[src/rtl/multicycle_fsm.sv]
// Main sequencing FSM for the multicycle MIPS core.
// Steps the shared datapath one state per clock, stretched by memready.
module multicycle_fsm (
  input  logic       clk,
  input  logic       reset,
  input  logic [5:0] op,
  input  logic       memready,
  output logic       memreq,
  output logic       memwrite,
  output logic       iord,
  output logic       irwrite,
  output logic       pcwrite,
  output logic       branch,
  output logic       regwrite,
  output logic       regdst,
  output logic       memtoreg,
  output logic       alusrca,
  output logic [1:0] alusrcb,
  output logic [1:0] aluop,
  output logic [1:0] pcsrc,
  output logic       illegal_op,
  output logic [3:0] state
);

  localparam logic [5:0] OP_LW    = 6'b100011;
  localparam logic [5:0] OP_SW    = 6'b101011;
  localparam logic [5:0] OP_RTYPE = 6'b000000;
  localparam logic [5:0] OP_BEQ   = 6'b000100;
  localparam logic [5:0] OP_ADDI  = 6'b001000;
  localparam logic [5:0] OP_J     = 6'b000010;

  typedef enum logic [3:0] {
    FETCH    = 4'd0,
    DECODE   = 4'd1,
    MEMADR   = 4'd2,
    MEMRD    = 4'd3,
    MEMWB    = 4'd4,
    MEMWR    = 4'd5,
    EXECUTE  = 4'd6,
    ALUWB    = 4'd7,
    BRANCH   = 4'd8,
    ADDIEXEC = 4'd9,
    ADDIWB   = 4'd10,
    JUMP     = 4'd11
  } state_t;

  state_t cur, nxt;

  logic is_lw, is_sw, is_rtype;
  logic is_beq, is_addi, is_j;

  assign is_lw    = (op == OP_LW);
  assign is_sw    = (op == OP_SW);
  assign is_rtype = (op == OP_RTYPE);
  assign is_beq   = (op == OP_BEQ);
  assign is_addi  = (op == OP_ADDI);
  assign is_j     = (op == OP_J);

  logic memreq_r, memwrite_r, irwrite_r;
  logic pcwrite_r, branch_r, regwrite_r;
  logic illegal_r;

  always_ff @(posedge clk) begin
    if (reset) cur <= FETCH;
    else       cur <= nxt;
  end

  always_comb begin
    nxt        = FETCH;
    memreq_r   = 1'b0;
    memwrite_r = 1'b0;
    irwrite_r  = 1'b0;
    pcwrite_r  = 1'b0;
    branch_r   = 1'b0;
    regwrite_r = 1'b0;
    illegal_r  = 1'b0;
    iord       = 1'b0;
    regdst     = 1'b0;
    memtoreg   = 1'b0;
    alusrca    = 1'b0;
    alusrcb    = 2'b00;
    aluop      = 2'b00;
    pcsrc      = 2'b00;
    case (cur)
      FETCH: begin
        memreq_r  = 1'b1;
        alusrcb   = 2'b01;
        irwrite_r = memready;
        pcwrite_r = memready;
        nxt       = memready ? DECODE : FETCH;
      end
      DECODE: begin
        // branch target computed early into ALUOut
        alusrcb = 2'b11;
        unique case (1'b1)
          is_lw,
          is_sw:    nxt = MEMADR;
          is_rtype: nxt = EXECUTE;
          is_beq:   nxt = BRANCH;
          is_addi:  nxt = ADDIEXEC;
          is_j:     nxt = JUMP;
          default: begin
            nxt       = FETCH;
            illegal_r = 1'b1;
          end
        endcase
      end
      MEMADR: begin
        alusrca = 1'b1;
        alusrcb = 2'b10;
        nxt     = is_sw ? MEMWR : MEMRD;
      end
      MEMRD: begin
        memreq_r = 1'b1;
        iord     = 1'b1;
        nxt      = memready ? MEMWB : MEMRD;
      end
      MEMWB: begin
        regwrite_r = 1'b1;
        memtoreg   = 1'b1;
        nxt        = FETCH;
      end
      MEMWR: begin
        memreq_r   = 1'b1;
        memwrite_r = 1'b1;
        iord       = 1'b1;
        nxt        = memready ? FETCH : MEMWR;
      end
      EXECUTE: begin
        alusrca = 1'b1;
        aluop   = 2'b10;
        nxt     = ALUWB;
      end
      ALUWB: begin
        regwrite_r = 1'b1;
        regdst     = 1'b1;
        nxt        = FETCH;
      end
      BRANCH: begin
        alusrca  = 1'b1;
        aluop    = 2'b01;
        pcsrc    = 2'b01;
        branch_r = 1'b1;
        nxt      = FETCH;
      end
      ADDIEXEC: begin
        alusrca = 1'b1;
        alusrcb = 2'b10;
        nxt     = ADDIWB;
      end
      ADDIWB: begin
        regwrite_r = 1'b1;
        nxt        = FETCH;
      end
      JUMP: begin
        pcsrc     = 2'b10;
        pcwrite_r = 1'b1;
        nxt       = FETCH;
      end
      default: nxt = FETCH;
    endcase
  end

  // strobes are masked while reset is held
  assign memreq     = memreq_r   & ~reset;
  assign memwrite   = memwrite_r & ~reset;
  assign irwrite    = irwrite_r  & ~reset;
  assign pcwrite    = pcwrite_r  & ~reset;
  assign branch     = branch_r   & ~reset;
  assign regwrite   = regwrite_r & ~reset;
  assign illegal_op = illegal_r  & ~reset;
  assign state      = cur;

endmodule

[config.mk]
export PLATFORM = sky130hd
export DESIGN_NAME = multicycle_fsm
export DESIGN_NICKNAME = d
export VERILOG_FILES = /design/src/rtl/multicycle_fsm.sv
export SDC_FILE = /design/constraint.sdc
export NUM_CORES = 1
export LEC_CHECK = 0
export BUFFER_PORTS_ARGS = -buffer_cell sky130_fd_sc_hd__buf_2
export CAP_MARGIN = 15
export CORE_UTILIZATION = 25
export CTS_CLUSTER_DIAMETER = 200
export DETAILED_ROUTE_END_ITERATION = 12
export SLEW_MARGIN = 40
export SYNTH_ARGS = -nofsm -noshare
export SYNTH_HDL_FRONTEND = slang
export SYNTH_SLANG_ARGS = --single-unit
[constraint.sdc]
create_clock -name clk -period 1.3 [get_ports clk]
set_input_delay 0.13 -clock clk [delete_from_list [all_inputs] [get_ports clk]]
set_output_delay 0.13 -clock clk [all_outputs]
set_load 0.05 [all_outputs]
# == Word level (Yosys, flattened, before mapping) ==
# Cells that the tools add are included.
# W data, S select, Z words.
# op_classes
eq_ne,16
n_mux,21
bitwise_logic,8
reduce_logical,9
# ops
op,count
$pmux W4 S7,1
$pmux W4 S5,1
$eq A4 B3 Y1 const B,4
$eq A4 B4 Y1 const B,4
$eq A6 B6 Y1 const B,2
$mux W1,12
$mux W3,3
$eq A4 B2 Y1 const B,2
$pmux W2 S2,2
$and A1 B1 Y1,7
$eq A6 B2 Y1 const B,1
$eq A6 B3 Y1 const B,1
$eq A6 B4 Y1 const B,1
$logic_not A6 Y1,1
$pmux W2 S3,1
$reduce_or A2 Y1,3
$reduce_or A3 Y1,2
$reduce_or A6 Y1,1
$eq A4 B1 Y1 const B,1
$logic_not A4 Y1,1
$reduce_or A4 Y1,1
$pmux W1 S2,1
$not A1 Y1,1
# totals
regBits,4
inputBits,9
wordCells,55

# == Logic depth before layout (Yosys ltp) ==
# logic_depth
ltp_word,5
depth_mapped,6

# == Worst setup path after synthesis ==
# OpenSTA, ideal clock, no wires.
# synth_timing
path_type,reg2out
start,"register cur[1], in the netlist state[1]"
end,output regwrite
arrival_time_ns,2.743
t_required_ns,1.170
setup_slack_ns,-1.573
stages_incl_launch_ff,7
path_cell_list,dfxtp_1 -> buf_2 -> clkbuf_1 -> nand2_1 -> nor2_1 -> a21oi_1 -> nor2_1
# synth_between
elab_chain_cells,4
word_cells_on_any_way,6
cone_classes,3 x eq/ne; 1 x mux; 1 x bitwise; 1 x reduce/logical
# synth_rtl
element,line,rtl
from (decl),47,"state_t cur, nxt;"
from (signal assigned),65,else cur <= nxt;
$eq A4 B4 Y1 / $eq A4 B3 Y1 (equally long branches),84,case (cur)
$reduce_or A3 Y1 (no line) *,--,
$mux W1 *,84,
$and A1 B1 Y1 *,170,assign regwrite = regwrite_r & ~reset;
to (decl),14,"output logic regwrite,"
# Mark *: on every way between the ends. The rest lies on a longest branch, timed or not.

# == Worst setup path in the final report ==
# layout_timing
start,"register cur[2], in the netlist state[2]"
end,output pcwrite
# layout_between
elab_chain_cells,3
word_cells_on_any_way,4
cone_classes,1 x eq/ne; 1 x mux; 1 x bitwise; 1 x reduce/logical
# layout_rtl
element,line,rtl
$eq A4 B4 Y1 / $logic_not A4 Y1 (equally long branches),84,
$pmux W1 S2 *,84,
$and A1 B1 Y1 *,168,assign pcwrite = pcwrite_r & ~reset;
to (decl),12,"output logic pcwrite,"
# Marks and branches as above.

==> results.md <==
- Layout area overhead: 151%
- Global-route wire length before repair: between 3000 and 4000 µm
- Num CTS Buffers: 3
- Avg Cell Area, Syn: around 6.6 µm²
- Die area: around 2400 µm²
- Final WS setup: -146 ps
- Startpoint types: flip-flop
- Number of global-route vias before repair: around 850
- Cell taking the most area after synthesis: dfxtp_1
- Share of post-route cells with drive strength above 1: 71.3%
- R2r setup slk: -30 ps
- Starting density of the core: around 28%
- Most common cell in the netlist: nor3_1
- Async SR Flop Fraction: 0%
- Die height: 49.2 µm
- Initial antenna violation count: 0
- Power, Total: just under 800 µW
- Leak: roughly 0.57 nW
- Hold-fix buffers, CTS: 0
- Tcrit/Tclk final: 111%
- Antenna cells: 0
- Top Ports: 30
- Die width: 49.2 µm
- Worst r2r path cells: 4
- Synthesized area: between 500 and 600 µm²
- Post-DR vias/cell: 5.16
- Post-synth EDFFs: 0
- Critical path class: reg -> out
- Top FF cell, synth: dfxtp_1
- Top cells by count, synth: nor3_1 (11), nor2_1 (10), a21oi_1 (6)
- Max_slew headroom: between 70% and 80%
- Syn nets: 94
- Max clock buf depth: 2
- RSZ-0062 raised after global routing: true
- Top cell type's share of synthesized area: approximately 14%
- Later-pin clock latency in the skew report: between 200 and 250 ps
- H-tree depth: 1
- Routed Antenna Nets: 0
- Max cap viols: 0
- Fin crit period: between 1000 and 1500 ps
- Grt ovf: 0
- First-pass DRT Iterations: 4
- DP HPWL: 1560 µm
- CTS tree: yes
- Crit path to: pcwrite
- Slew Limit Fails: 0
- Yosys warnings: 0
- Clock root cell: clkbuf_4
- Share of the yosys chip area belonging to registers: around 14%
- Input/output buffers: 29
- Setup TNS: -1550 ps
- Synthesis-stage register bit count: 4
- Fin nets: between 150 and 200
- Dpl ws: -26.6 ps
- Fmax: about 700 MHz
- Post-synth cell types: 33
- Via total after detailed routing: roughly 880
- Clk slew on worst S/H paths: roughly 40 ps
- Crit. End Element: primary output
- Violated checks: negative setup slack
- Post-Syn Instances: 85
- Hold Path Class: in -> reg
- Crit. Startpoint: state[2]
- Worst r2r src: state[0]
- GRT Total Usage: 21.4%
- Final hold violation count: 0
- Actual slew at the worst max-slew pin: 309 ps
- RR Endpoint: state[2]
- Core Footprint: 2020 µm²
- # setup viols final: 20
- Clock Skew: slightly below 7 ps
- Max reg flops: 4
- Status: finished with violations
- Critical path required time: around 1200 ps
- Worst EP arrival: ~1300 ps
- Crit-path max FO: 8
- Site Rows: 16
- Drt wl/cell: about 15 µm
- 1st-iter DRT viols: 9
- Final WL: roughly 2500 µm
- DRC Markers: 0
- Clk sink count: 4
- Peak supply drop: between 400 and 500 µV
- Largest net degree at the start of global routing: 9
- Power Density: 557 nW/µm²
- Ranking of synthesized cells by area: dfxtp_1 (14%), nor3_1 (9.9%), nor2_1 (6.7%)
- Placer's final routability congestion estimate: 0.761
[worst max-delay path, stage by stage (launching register included)]
cell and delay, ps:
dfxtp_4 420, nand2b_4 160, buf_6 130, nor2_4 40, a21o_4 190, buf_6 140
[worst min-delay path by stage]
stage / start / end / slack [ps] / depth (start not counted)
after floorplan: reset / state[3] / 200 / 1
after global placement: reset / state[3] / 440 / 2
after detailed placement: reset / state[3] / 450 / 2
after CTS: reset / state[3] / 210 / 2
after global routing: reset / state[3] / 230 / 2
final: op[0] / state[0] / 250 / 4
[cell families (layout without fill, tap and decap cells)]
| logic type | Yosys count | after routing | synth area share [%] |
|---|---|---|---|
| compound gates | 21 | 21 | 23.1 |
| xor+xnor | 3 | 3 | 4.72 |
| buf+inv | 11 | 69 | 9.89 |
| flops | 4 | 4 | 14.4 |
| mux | 1 | 1 | 1.80 |
| simple gates | 45 | 45 | 46.1 |
[cell usage in the layout, fill, tap and decap left out, types with 3 or more instances in the layout]
| cell type | n |
|---|---|
| buf_2 | 10 |
| o21ai_0 | 3 |
| nor3_4 | 8 |
| nor2_4 | 4 |
| clkbuf_4 | 5 |
| dfxtp_4 | 4 |
| nand2b_4 | 4 |
| o21ai_1 | 4 |
| a21oi_1 | 3 |
| nor2_2 | 3 |
| nand3_1 | 4 |
| nor3_1 | 3 |
| nor2_1 | 3 |
| buf_4 | 24 |
| buf_6 | 21 |
| buf_8 | 5 |
[metal layers]
metal | part of all wire, % | wire (µm) | GRT usage (%)
met2 | 59 | 1500 | 39.7
met1 | 36 | 930 | 23.2
met3 | 2.2 | 56 | 2.80
met4 | 2.6 | 65 | 10.8
met5 | 0 | 0 | 0
[final cells by class]
cell class,instances,area (µm²)
Multi-Input combinational cell,70,657
Fill cell,160,626
Timing Repair Buffer,63,577
Sequential cell,4,95.1
Tap cell,27,33.8
Clock buffer,3,22.5
Inverter,3,11.3
[what timing repair did]
| item | 4_1_cts | 5_1_grt |
|---|---|---|
| pin swaps | 9 | 5 |
| setup buffers | 9 | 5 |
| endpoints found under the setup margin | 18 | 22 |
| gates resized for setup | 60 | 11 |
[metrics by stage]
stage / area, µm² / instances / hold WS (ps) / utilization (%)
4_1_cts: 1320 / 165 / 208 / 65.1
3_5_place_dp: 1020 / 153 / 450 / 50.4
6_report: 1400 / 170 / 249 / 69.1
3_3_place_gp: 1020 / 153 / 442 / 50.4
2_1_floorplan: 777 / 85 / 202 / -
5_1_grt: 1400 / 170 / 232 / 69.1
[where the power goes]
| part | switching [mW] | total (mW) | internal (mW) | leakage (nW) |
|---|---|---|---|---|
| Combinational | 0.263 | 0.474 | 0.211 | 0.519 |
| Sequential | 0.0183 | 0.144 | 0.126 | 0.0355 |
| Clock | 0.0565 | 0.160 | 0.104 | 0.0138 |
Power figures use the tool's default switching activity.
